--- config.mk ---
export PLATFORM = sky130hd
export DESIGN_NAME = event_sync_rx
export DESIGN_NICKNAME = d
export VERILOG_FILES = /design/src/rtl/event_sync_rx.sv
export SDC_FILE = /design/constraint.sdc
export NUM_CORES = 1
export LEC_CHECK = 0
export ABC_CLOCK_PERIOD_IN_PS = 2240
export CAP_MARGIN = 20
export CELL_PAD_IN_SITES_DETAIL_PLACEMENT = 1
export CELL_PAD_IN_SITES_GLOBAL_PLACEMENT = 2
export CORE_MARGIN = 2
export CORE_UTILIZATION = 29
export DETAILED_ROUTE_END_ITERATION = 10
export GPL_ROUTABILITY_DRIVEN = 0
export PLACE_DENSITY = 0.82
export RECOVER_POWER = 50
export SYNTH_ARGS = -nofsm -noshare
export SYNTH_HDL_FRONTEND = slang
export SYNTH_SLANG_ARGS = --single-unit
--- constraint.sdc ---
create_clock -name clk_i -period 2.24 [get_ports clk_i]
set_clock_uncertainty 0.15 [all_clocks]
set_input_delay 0.448 -clock clk_i [delete_from_list [all_inputs] [get_ports clk_i]]
set_output_delay 0.448 -clock clk_i [all_outputs]
set_load 0.005 [all_outputs]
--- src/rtl/event_sync_rx.sv ---
// event_sync_rx: receive side of a 4-phase level handshake from a foreign clock domain.
// Synchronises the request, acknowledges it, counts events in a saturating pending
// counter and hands them out one per accepted valid/ready beat.
module event_sync_rx #(
    parameter int unsigned SYNC_STAGES = 2,
    parameter int unsigned CNT_W       = 4
) (
    input  logic             clk_i,
    input  logic             rstn_i,
    input  logic             req_async_i,
    output logic             ack_o,
    output logic             evt_valid_o,
    input  logic             evt_ready_i,
    output logic [CNT_W-1:0] pending_o,
    output logic             overflow_o,
    input  logic             clear_i
);

    localparam logic [0:0]       ST_IDLE   = 1'b0;
    localparam logic [0:0]       ST_ACK_HI = 1'b1;
    localparam logic [CNT_W-1:0] CNT_MAX   = '1;

    logic [SYNC_STAGES-1:0] sync_q;
    logic                   req_s;
    logic [0:0]             state_q;
    logic [0:0]             state_d;
    logic                   capture;
    logic                   pop;
    logic [CNT_W-1:0]       cnt_q;
    logic [CNT_W-1:0]       cnt_d;
    logic                   ovf_q;
    logic                   ovf_d;
    logic                   valid_q;

    assign req_s = sync_q[SYNC_STAGES-1];
    assign pop   = valid_q & evt_ready_i;

    // Request synchroniser: the only logic that samples req_async_i.
    always_ff @(posedge clk_i or negedge rstn_i) begin
        if (!rstn_i) begin
            sync_q <= '0;
        end else begin
            sync_q <= {sync_q[SYNC_STAGES-2:0], req_async_i};
        end
    end

    // Handshake state register; ack is taken straight from it so it cannot glitch.
    always_ff @(posedge clk_i or negedge rstn_i) begin
        if (!rstn_i) begin
            state_q <= ST_IDLE;
        end else begin
            state_q <= state_d;
        end
    end

    // Next-state logic; capture fires once on the IDLE -> ACK_HI transition.
    always_comb begin
        state_d = state_q;
        capture = 1'b0;
        case (state_q)
            ST_IDLE: begin
                if (req_s) begin
                    state_d = ST_ACK_HI;
                    capture = 1'b1;
                end
            end
            ST_ACK_HI: begin
                if (!req_s) begin
                    state_d = ST_IDLE;
                end
            end
            default: state_d = ST_IDLE;
        endcase
    end

    // Pending counter update: clear wins, capture+pop cancel, saturate on overflow.
    always_comb begin
        cnt_d = cnt_q;
        ovf_d = ovf_q;
        if (clear_i) begin
            cnt_d = '0;
            ovf_d = 1'b0;
        end else if (capture && pop) begin
            cnt_d = cnt_q;
        end else if (capture) begin
            if (cnt_q == CNT_MAX) begin
                ovf_d = 1'b1;
            end else begin
                cnt_d = cnt_q + CNT_W'(1);
            end
        end else if (pop) begin
            cnt_d = cnt_q - CNT_W'(1);
        end
    end

    // Counter, sticky overflow and a registered copy of (count != 0).
    always_ff @(posedge clk_i or negedge rstn_i) begin
        if (!rstn_i) begin
            cnt_q   <= '0;
            ovf_q   <= 1'b0;
            valid_q <= 1'b0;
        end else begin
            cnt_q   <= cnt_d;
            ovf_q   <= ovf_d;
            valid_q <= (cnt_d != '0);
        end
    end

    assign ack_o       = (state_q == ST_ACK_HI);
    assign evt_valid_o = valid_q;
    assign pending_o   = cnt_q;
    assign overflow_o  = ovf_q;

endmodule

; Word-level counts from Yosys, hierarchy flattened
; Cells that the tools add are included.
; W data, S select, Z words.
[op_classes]
n_addsub = 2
eq_ne = 2
mux = 11
bitwise = 1
n_reduce_logical = 5
[ops]
columns = operator, n
row1 = $mux W4, 5
row2 = $mux W1, 6
row3 = $add A4 B1 Y4 const B, 1
row4 = $eq A4 B4 Y1 const B, 1
row5 = $reduce_bool A2 Y1, 2
row6 = $reduce_bool A4 Y1, 1
row7 = $sub A4 B1 Y4 const B, 1
row8 = $reduce_and A3 Y1, 1
row9 = $ne A2 B2 Y1 const B, 1
row10 = $and A1 B1 Y1, 1
row11 = $logic_and A1 B1 Y1, 1
[totals]
register_bits = 9
input_bits = 5
word_cells = 26

; Longest topological paths before layout
; Gate-level depths: netlist of the first run.
[logic_depth]
depth_word = 6
depth_mapped = 6
depth_no_buf = 6

; Worst setup path before layout of the first run
; OpenSTA, ideal clock, no wires.
[synth_timing]
path_kind = register -> register
startpoint = register cnt_q[0], in the netlist pending_o[0]
endpoint = register valid_q, in the netlist evt_valid_o
arrival_time_ns = 1.805
setup_slack_ns = 0.146
path_stages_with_launch = 7
n_path_buf = 0
cell_sequence = dfrtp_1 -> ha_1 -> and3_4 -> nor3_4 -> a21oi_2 -> mux2_4 -> or4_1
[synth_between]
elab_chain_cells = 6
elab_cells_between_ends = 9
cone_classes = 2 x add/sub / 1 x eq/ne / 5 x mux / 1 x reduce/logical
[synth_rtl]
columns = item, line
row1 = start: declaration, 29  ; logic [CNT_W-1:0] cnt_q;
row2 = start signal: assignment, 103  ; cnt_q <= cnt_d;
row3 = $sub A4 B1 Y4 (tied with other cells), 92  ; cnt_d = cnt_q - CNT_W'(1);
row4 = "$mux W4, on equally long branches", "91, 86"
row5 = $mux W4, 85  ; end else if (capture) begin
row6 = $mux W4 *, 83  ; end else if (capture && pop) begin
row7 = $mux W4 *, 80  ; if (clear_i) begin
row8 = net cnt_d[0], 30  ; logic [CNT_W-1:0] cnt_d;
row9 = $reduce_bool A4 Y1 *, 105  ; valid_q <= (cnt_d != '0);
row10 = end signal: assignment, 105
row11 = end: declaration, 33  ; logic valid_q;
; The timed path passes the listed nets; every way through them passes the cells marked *.
; A chain may end at the register's enable or synchronous reset.

; Worst setup path in the final report of the first run
[layout_timing]
startpoint = register cnt_q[1], in the netlist pending_o[1]
endpoint = register valid_q, in the netlist evt_valid_o
[layout_between]
elab_chain_cells = 6
elab_cells_between_ends = 9
cone_classes = 2 x add/sub / 1 x eq/ne / 5 x mux / 1 x reduce/logical
[layout_rtl]
columns = item, line
row1 = $eq A4 B4 Y1, 86  ; if (cnt_q == CNT_MAX) begin
row2 = $mux W4, 86
row3 = $mux W4, 85
row4 = $mux W4, 83
row5 = $mux W4, 80
row6 = net cnt_d[0], 30
row7 = $reduce_bool A4 Y1, 105
; The timed path passes the listed nets, and every way through them passes these cells.

==> summary.txt, run 1 <==
Finish
  – Area growth syn-to-layout: 39.7%
  – Antenna diode count: 0
  – Layout cells sized above 1: 0.299
  – Util after Layout: 0.420
  – Most frequent cells in the layout: 9 x dfrtp_1, 9 x clkdlybuf4s50_1, 7 x buf_4, 4 x nor2_1
  – Net count, final: 75

Global routing
  – Largest net degree at the start of global routing: 10
  – Overall routing resource usage: 0.136
  – First-pass GRT wire length: between 1.5 and 2 mm
  – Initial antenna violation count: 0
  – Grt total ovfl: 0
  – Vias in the first global route: between 400 and 500

Logic synthesis
  – Synth Flop Type: dfrtp_1
  – Synth Warn #: 0
  – Post-synthesis average cell area: 10.8 um^2
  – #FFs+latches synth: 9
  – Cell variety after synth: 29
  – Cell Area, Synth: roughly 510 um^2
  – Post-synthesis sequential area ratio: 0.443
  – Syn_nets: between 50 and 60
  – Share of synthesized registers carrying an async set or reset: 1.00
  – Post-synth EDFFs: 0
  – Post-synthesis instance total: 47

STA
  – Slew headroom: 0.515
  – Fmax: about 460 MHz
  – Fin Setup TNS: 0 ns
  – Tmin final: between 2 and 2.5 ns
  – Slew @ Worst Pin: 0.710 ns
  – Setup Viol. Count Final: 0
  – Period utilisation layout: 0.961
  – RSZ-0062 raised after global routing: false
  – Final Max Tran Viols: 0
  – Final hold viol count: 0

CTS
  – Num Clock Sinks: 9
  – CTS tree: built
  – Depth of the CTS H-tree: 1
  – Cts bufs inserted: 3
  – CTS Hold Bufs: 0
  – Reg clk slew, reported paths: 0.06 ns
  – CTS max path bufs: 2
  – Clock Tree Root: clkbuf_4
  – Clk Latency, worst-skew pair: roughly 0.26 ns

Place
  – Port buffer count: 11
  – HPWL after detailed placement: about 950 um

Drt
  – Post-Route WL: roughly 1.2 mm
  – Highest routed metal layer: met3
  – 1st-pass router iterations: 3
  – Vias per inst: about 5.3
  – Post-route ant nets: 0
  – Post-route DRC: 0
  – 1st-iter DRT viols: 7
  – Detailed-route via count: about 440
  – Met3 Wirelength: 24 um
  – Met1 WL: ~570 um
  – WL met2: slightly above 600 um
  – Wire per inst: around 14 um

Critical path
  – Reg-to-reg endpoint: evt_valid_o
  – WP data required: around 2.2 ns
  – CP endpoint: evt_valid_o
  – Critical path class: register to register
  – R2R Setup Slk: approximately 0.088 ns
  – CP Capture Type: register
  – Crit Path Max Fanout: 4
  – WP data arrival: approximately 2.1 ns
  – Worst setup path startpoint: pending_o[1]
  – Reg2Reg Launch Point: pending_o[1]
  – Crit start category: register
  – Register-to-Register Path Depth: 6

Floorplan
  – Die height: 45.9 um
  – Initial Util: 0.301
  – DIE WIDTH: between 40 and 50 um
  – # IOs: 12
  – Core area: 1690 um^2
  – Row cnt: 15
  – Die area: 2100 um^2

Job
  – Max cap viols: 0

Hold path
  – Hold Path Class: register to register

Pwr
  – Maximum VDD drop: roughly 0.00030 V
  – PwrDens: roughly 900 nW/um^2
  – LEAKAGE: approximately 0.30 nW

Run status
  – Outcome: finished, final reports clean
==> where the power goes <==
group | total (mW) | internal [mW] | switching [mW] | leakage, nW
clock | 0.125 | 0.0659 | 0.0595 | 0.0177
sequential | 0.219 | 0.194 | 0.0252 | 0.114
combinational | 0.303 | 0.170 | 0.133 | 0.165
total | 0.647 | 0.430 | 0.217 | 0.297
==> per-layer routing <==
layer  track usage  up-vias
li1              -      213
met4        0.0686        0
met1         0.169      224
met3        0.0238        0
met5             0        -
met2         0.222        7
==> cell usage after synthesis (2+ instances only) <==
| master | count | area [um^2] |
|---|---|---|
| ha_1 | 2 | 25.0 |
| nand2b_1 | 2 | 12.5 |
| dfrtp_1 | 9 | 225 |
| inv_1 | 2 | 7.51 |
| a21oi_1 | 3 | 15.0 |
| xnor2_1 | 2 | 17.5 |
| or4_1 | 2 | 15.0 |
| nor2_1 | 4 | 15.0 |
==> sequential cells by signal, indices dropped and copies added (netlist names) <==
name         cells
evt_valid_o      1
ack_o            1
sync_q           2
overflow_o       1
pending_o        4
==> what timing repair did <==
item,4_1_cts,5_1_grt
endpoints found under the setup margin,0,1
resized for setup,0,2
buffers inserted,0,2
==> worst max-delay path, cell delays in order, from the launching register on <==
cell and delay, ns:
dfrtp_1 0.38, ha_2 0.20, and3_4 0.19, nor3_4 0.25, a21oi_2 0.06, mux2_4 0.31, or4_4 0.48
==> cell type report <==
class                           count  area, um^2
Clock inverter                      1        5.00
Sequential cell                     9         225
Multi-Input combinational cell     34         265
Inverter                            2        7.51
Timing Repair Buffer               18         163
Tap cell                           17        21.3
Fill cell                         191         980
Clock buffer                        3        22.5
==> worst min-delay path by stage <==
stage | start | endpoint | slack (ns) | depth (start not counted)
after global routing | sync_q[0] | sync_q[1] | 0.21 | 0
after floorplan | rstn_i | ack_o | 0.002 | 0
after detailed placement | sync_q[0] | sync_q[1] | 0.19 | 0
final | sync_q[0] | sync_q[1] | 0.20 | 0
after global placement | sync_q[0] | sync_q[1] | 0.18 | 0
after CTS | sync_q[0] | sync_q[1] | 0.21 | 0
==> stage by stage <==
step / instance area, um^2 / cells / setup slack, ns / hold slack, ns / power (mW)
2_1_floorplan: 508 / 47 / 0.146 / 0.00241 / 0.376
3_3_place_gp: 661 / 78 / -0.160 / 0.183 / 0.501
3_5_place_dp: 661 / 78 / -0.203 / 0.192 / 0.509
4_1_cts: 688 / 82 / 0.0656 / 0.207 / 0.640
5_1_grt: 709 / 84 / 0.00268 / 0.211 / 0.699
6_report: 709 / 84 / 0.0881 / 0.205 / 0.647
==> logic make-up after synthesis <==
logic type	Yosys count	share of synthesized area
and+or+nand+nor	19	0.264
AOI/OAI and AO/OA	10	0.133
DFF	9	0.443
buffers and inverters	4	0.0468
xor gates and xnor gates	2	0.0345
adders and majority gates	2	0.0493
muxes	1	0.0295
(Power assumes the default switching activity.)
==> run 2, diff against run 1 <==
--- a/config.mk
+++ b/config.mk
@@ -11,8 +11,10 @@
 export CELL_PAD_IN_SITES_GLOBAL_PLACEMENT = 2
 export CORE_MARGIN = 2
 export CORE_UTILIZATION = 29
+export CTS_CLUSTER_SIZE = 28
 export DETAILED_ROUTE_END_ITERATION = 10
 export GPL_ROUTABILITY_DRIVEN = 0
+export GPL_TIMING_DRIVEN = 0
 export PLACE_DENSITY = 0.82
 export RECOVER_POWER = 50
 export SYNTH_ARGS = -nofsm -noshare
==> summary.txt, run 2 (same netlist as run 1, synthesis figures left out) <==
Hold path
  – Hold Path Class: register to register
  – Worst hold stages: 0
  – Hold endpoint: sync_q[1]
  – Min-delay src: sync_q[0]

Finish
  – Area growth syn-to-layout: 33.7%
  – Max reg flops: 4
  – Most frequent cells in the layout: 9 x clkdlybuf4s50_1, 7 x dfrtp_1, 4 x nor2_1, 3 x a21oi_1, 3 x clkbuf_4
  – Filler instances: roughly 190
  – Non-Filler Instances: 80
  – Layout cells sized above 1: 0.270
  – Net count, final: between 70 and 80
  – Antenna diode count: 0
  – Most common cell after layout, fill and taps aside: clkdlybuf4s50_1

Critical path
  – Critical path class: primary input to register
  – Reg-to-reg endpoint: evt_valid_o
  – WP data required: around 2.2 ns
  – Register-to-Register Path Depth: 6
  – CP Capture Type: register
  – R2R Setup Slk: 0.16 ns
  – Crit Path Max Fanout: 6
  – WP data arrival: around 2.2 ns
  – Crit start category: primary input
  – Reg2Reg Launch Point: pending_o[1]

STA
  – Hold_ws: around 0.2 ns
  – Fmax: approximately 460 MHz
  – Fin worst setup slack: between 0.07 and 0.08 ns
  – Final Max Tran Viols: 0
  – Slew headroom: 0.624
  – Setup Viol. Count Final: 0
  – Slew @ Worst Pin: roughly 0.55 ns
  – RSZ-0062 raised after global routing: false
  – Final hold viol count: 0
  – Period utilisation layout: 0.968
  – Tmin final: roughly 2.2 ns

Drt
  – Wire per inst: 14.8 um
  – Detailed-route via count: between 400 and 500
  – 1st-pass router iterations: 4
  – Post-route DRC: 0
  – Post-route ant nets: 0
  – 1st-iter DRT viols: 3
  – Post-Route WL: 1.18 mm
  – Vias per inst: 5.36

CTS
  – Clock Tree Root: clkbuf_4
  – Cts bufs inserted: 3
  – CTS max path bufs: 2
  – CTS tree: built
  – CTS Hold Bufs: 0
  – Reg clk slew, reported paths: 0.06 ns
  – Clk Latency, worst-skew pair: around 0.26 ns
  – Depth of the CTS H-tree: 1
  – Num Clock Sinks: 9

Floorplan
  – Die height: ~46 um
  – Core area: about 1700 um^2
  – Die area: 2100 um^2
  – # IOs: 12
  – Row cnt: 15
  – DIE WIDTH: about 46 um
  – Initial Util: 0.301

Job
  – Max cap viols: 0

Place
  – Pre-CTS setup slack: -0.275 ns
  – HPWL after detailed placement: a little under 900 um
  – Placed cell count: between 70 and 80
  – Port buffer count: 11

Pwr
  – PwrDens: 908 nW/um^2
  – LEAKAGE: approximately 0.27 nW
  – Maximum VDD drop: between 0.0003 and 0.0004 V

Global routing
  – Vias in the first global route: between 400 and 500
  – Initial antenna violation count: 0
  – First-pass GRT wire length: roughly 1.9 mm
  – Largest net degree at the start of global routing: 10
  – Overall routing resource usage: 0.139
  – Grt total ovfl: 0

Run status
  – Outcome: finished, final reports clean
run 2: changes by cell type in the layout (fill, tap and decap cells not counted):
cell / previous run / this run
or4_1: 1 / 2
o21ai_1: 0 / 1
dfrtp_1: 9 / 7
dfrtp_2: 0 / 2
or4_4: 1 / 0
buf_2: 0 / 1
buf_4: 7 / 1
buf_6: 0 / 1
o21ai_0: 1 / 0
run 2: per-stage QoR:
| stage | TNS [ns] | power (mW) | cell area [um^2] | utilization |
|---|---|---|---|---|
| 6_report | 0 | 0.617 | 679 | 0.402 |
| 5_1_grt | 0 | 0.670 | 679 | 0.402 |
| 4_1_cts | 0 | 0.627 | 679 | 0.402 |
| 3_5_place_dp | -0.303 | 0.486 | 639 | 0.379 |
| 3_3_place_gp | -0.276 | 0.477 | 639 | 0.379 |
| 2_1_floorplan | 0 | 0.376 | 508 | - |
run 2: cell type report:
| cell class | count | area (um^2) | area share |
|---|---|---|---|
| Multi-Input combinational cell | 34 | 262 | 0.385 |
| Sequential cell | 9 | 228 | 0.335 |
| Inverter | 2 | 7.51 | 0.0110 |
| Clock inverter | 1 | 5.00 | 0.00737 |
| Tap cell | 17 | 21.3 | 0.0313 |
| Clock buffer | 3 | 22.5 | 0.0331 |
| Buffer | 2 | 16.3 | 0.0239 |
| Timing Repair Buffer | 12 | 118 | 0.173 |
run 2: timing repair:
action | in CTS | in global routing
pin swaps | 1 | 2
resized for setup | 3 | 1
setup endpoints to repair | 1 | 1
setup buffers | 1 | 0
run 2: routing by layer:
| layer | part of all wire | track usage | routed length (um) |
|---|---|---|---|
| met5 | 0 | 0 | 0 |
| met2 | 0.50 | 0.239 | 597 |
| met1 | 0.42 | 0.143 | 502 |
| met3 | 0.060 | 0.0714 | 71 |
| met4 | 0.010 | 0.0514 | 12 |
run 2: worst max-delay path by stage:
| stage | end | cells past startpoint | start |
|---|---|---|---|
| 2_1_floorplan | evt_valid_o | 6 | pending_o[0] |
| 3_5_place_dp | evt_valid_o | 7 | evt_ready_i |
| 6_report | evt_valid_o | 7 | evt_ready_i |
| 5_1_grt | evt_valid_o | 7 | evt_ready_i |
| 3_3_place_gp | evt_valid_o | 7 | evt_ready_i |
| 4_1_cts | evt_valid_o | 6 | pending_o[1] |
run 2: where the power goes:
group          switching (mW)  leakage (nW)  total (mW)  internal (mW)
logic                   0.118         0.145       0.263          0.145
registers              0.0340         0.111       0.230          0.196
clock network          0.0581        0.0177       0.124         0.0659
run 2: critical path: stages:
cell	delay (ns)
clkdlybuf4s50_1	0.42
and2_4	0.14
buf_6	0.13
nor3_4	0.25
a21oi_2	0.06
mux2_4	0.30
or4_1	0.40
==> run 3, diff against run 2 <==
--- a/config.mk
+++ b/config.mk
@@ -6,9 +6,9 @@
 export NUM_CORES = 1
 export LEC_CHECK = 0
 export ABC_CLOCK_PERIOD_IN_PS = 2240
-export CAP_MARGIN = 20
 export CELL_PAD_IN_SITES_DETAIL_PLACEMENT = 1
 export CELL_PAD_IN_SITES_GLOBAL_PLACEMENT = 2
+export CORE_ASPECT_RATIO = 0.75
 export CORE_MARGIN = 2
 export CORE_UTILIZATION = 29
 export CTS_CLUSTER_SIZE = 28
==> summary.txt, run 3 (same netlist as run 1, synthesis figures left out) <==
Pwr
  – Maximum VDD drop: approximately 0.00044 V
  – LEAKAGE: 0.286 nW
  – PwrDens: about 930 nW/um^2

Critical path
  – Reg2Reg Launch Point: pending_o[1]
  – Reg-to-reg endpoint: evt_valid_o
  – WP data arrival: 2.11 ns
  – WP data required: roughly 2.2 ns
  – Crit start category: register
  – Register-to-Register Path Depth: 6
  – CP Capture Type: register
  – Crit Path Max Fanout: 4
  – Critical path class: register to register
  – R2R Setup Slk: 0.11 ns

Finish
  – Most frequent cells in the layout: 8 x clkdlybuf4s50_1, 7 x dfrtp_1, 4 x nor2_1, 3 x a21oi_1, 3 x clkbuf_4
  – Filler instances: between 150 and 200
  – Max reg flops: 4
  – Layout cells sized above 1: 0.281
  – Area growth syn-to-layout: 37.4%
  – Antenna diode count: 0
  – Post-route design area: ~700 um^2
  – Net count, final: 72
  – Util after Layout: 0.413
  – Most common cell after layout, fill and taps aside: clkdlybuf4s50_1
  – Non-Filler Instances: between 80 and 90

Floorplan
  – Initial Util: 0.300
  – DIE WIDTH: approximately 52 um
  – Die area: around 2100 um^2
  – # IOs: 12
  – Die height: around 40 um
  – Row cnt: 13
  – Core area: roughly 1700 um^2

Global routing
  – Met3 Track Usage GR: 0.0597
  – Top Usage Layer GRT: met2
  – Initial antenna violation count: 0
  – Overall routing resource usage: 0.157
  – First-pass GRT wire length: ~2.3 mm
  – Grt total ovfl: 0
  – Vias in the first global route: about 470
  – Met2 Resource Use GR: 0.228
  – GR Util met1: 0.206
  – Largest net degree at the start of global routing: 10

CTS
  – Reg clk slew, reported paths: about 0.060 ns
  – Num Clock Sinks: 9
  – CTS tree: built
  – Depth of the CTS H-tree: 1
  – Clk Latency, worst-skew pair: 0.26 ns
  – Cts bufs inserted: 3
  – CTS Hold Bufs: 0
  – Clock Tree Root: clkbuf_4
  – CTS max path bufs: 2

STA
  – Fmax: between 400 and 500 MHz
  – Slew headroom: 0.630
  – RSZ-0062 raised after global routing: false
  – Final hold viol count: 0
  – Period utilisation layout: 0.949
  – Setup Viol. Count Final: 0
  – Hold_ws: between 0.2 and 0.25 ns
  – Final Max Tran Viols: 0
  – Slew @ Worst Pin: between 0.5 and 0.6 ns
  – Tmin final: 2.13 ns

Place
  – Post-DP Area: ~650 um^2
  – HPWL after detailed placement: 976 um
  – Placed cell count: 80
  – Port buffer count: 11

Run status
  – Outcome: finished, final reports clean

Drt
  – 1st-iter DRT viols: 2
  – Post-route DRC: 0
  – Detailed-route via count: roughly 440
  – Vias per inst: 5.07
  – Post-route ant nets: 0
  – 1st-pass router iterations: 2
  – Wire per inst: 15.3 um
  – Post-Route WL: 1.32 mm

Hold path
  – Worst hold stages: 0
  – Hold endpoint: sync_q[1]
  – Hold Path Class: register to register
  – Min-delay src: sync_q[0]

Job
  – Max cap viols: 0
## run 3: metal layers
layer | wire, um | up-vias
met5 | 0 | -
met4 | 10 | 0
met3 | 73 | 2
met2 | 613 | 13
met1 | 618 | 213
li1 | - | 208
## run 3: how the worst max path moves through the flow
stage,startpoint,to,slack (ns),depth (start not counted)
global placement,evt_ready_i,evt_valid_o,-0.28,7
global route,pending_o[0],evt_valid_o,0.05,6
CTS,evt_ready_i,evt_valid_o,0.03,7
floorplan,pending_o[0],evt_valid_o,0.15,6
finish,pending_o[1],evt_valid_o,0.11,6
detailed placement,evt_ready_i,evt_valid_o,-0.30,7
## run 3: area by class of cell
type,count,area [um^2],area share
Sequential cell,9,228,0.326
Inverter,2,7.51,0.0108
Multi-Input combinational cell,34,265,0.380
Tap cell,22,27.5,0.0394
Clock buffer,4,26.3,0.0376
Buffer,2,16.3,0.0233
Timing Repair Buffer,13,128,0.183
## run 3: report_power, final
group | leakage [nW] | internal [mW] | switching (mW) | total, mW
sequential | 0.111 | 0.196 | 0.0269 | 0.223
combinational | 0.160 | 0.162 | 0.135 | 0.297
clock | 0.0150 | 0.0687 | 0.0579 | 0.127
## run 3: per-stage QoR
stage	total power [mW]	setup TNS, ns	worst slack, ns
final	0.647	0	0.113
after global routing	0.696	0	0.0457
after CTS	0.640	0	0.0341
after detailed placement	0.490	-0.297	-0.297
after global placement	0.480	-0.279	-0.279
after floorplan	0.376	0	0.146
## run 3: worst max-delay path: stages, from the launching register on
cell,delay (ns)
dfrtp_2,0.42
ha_2,0.20
and3_4,0.20
nor3_4,0.18
a21oi_2,0.06
mux2_4,0.32
or4_4,0.47
## run 3: repair_timing
action | 4_1_cts | 5_1_grt
setup endpoints to repair | 1 | 1
resized for setup | 3 | 2
pin swaps | 1 | 1
setup buffers | 2 | 0
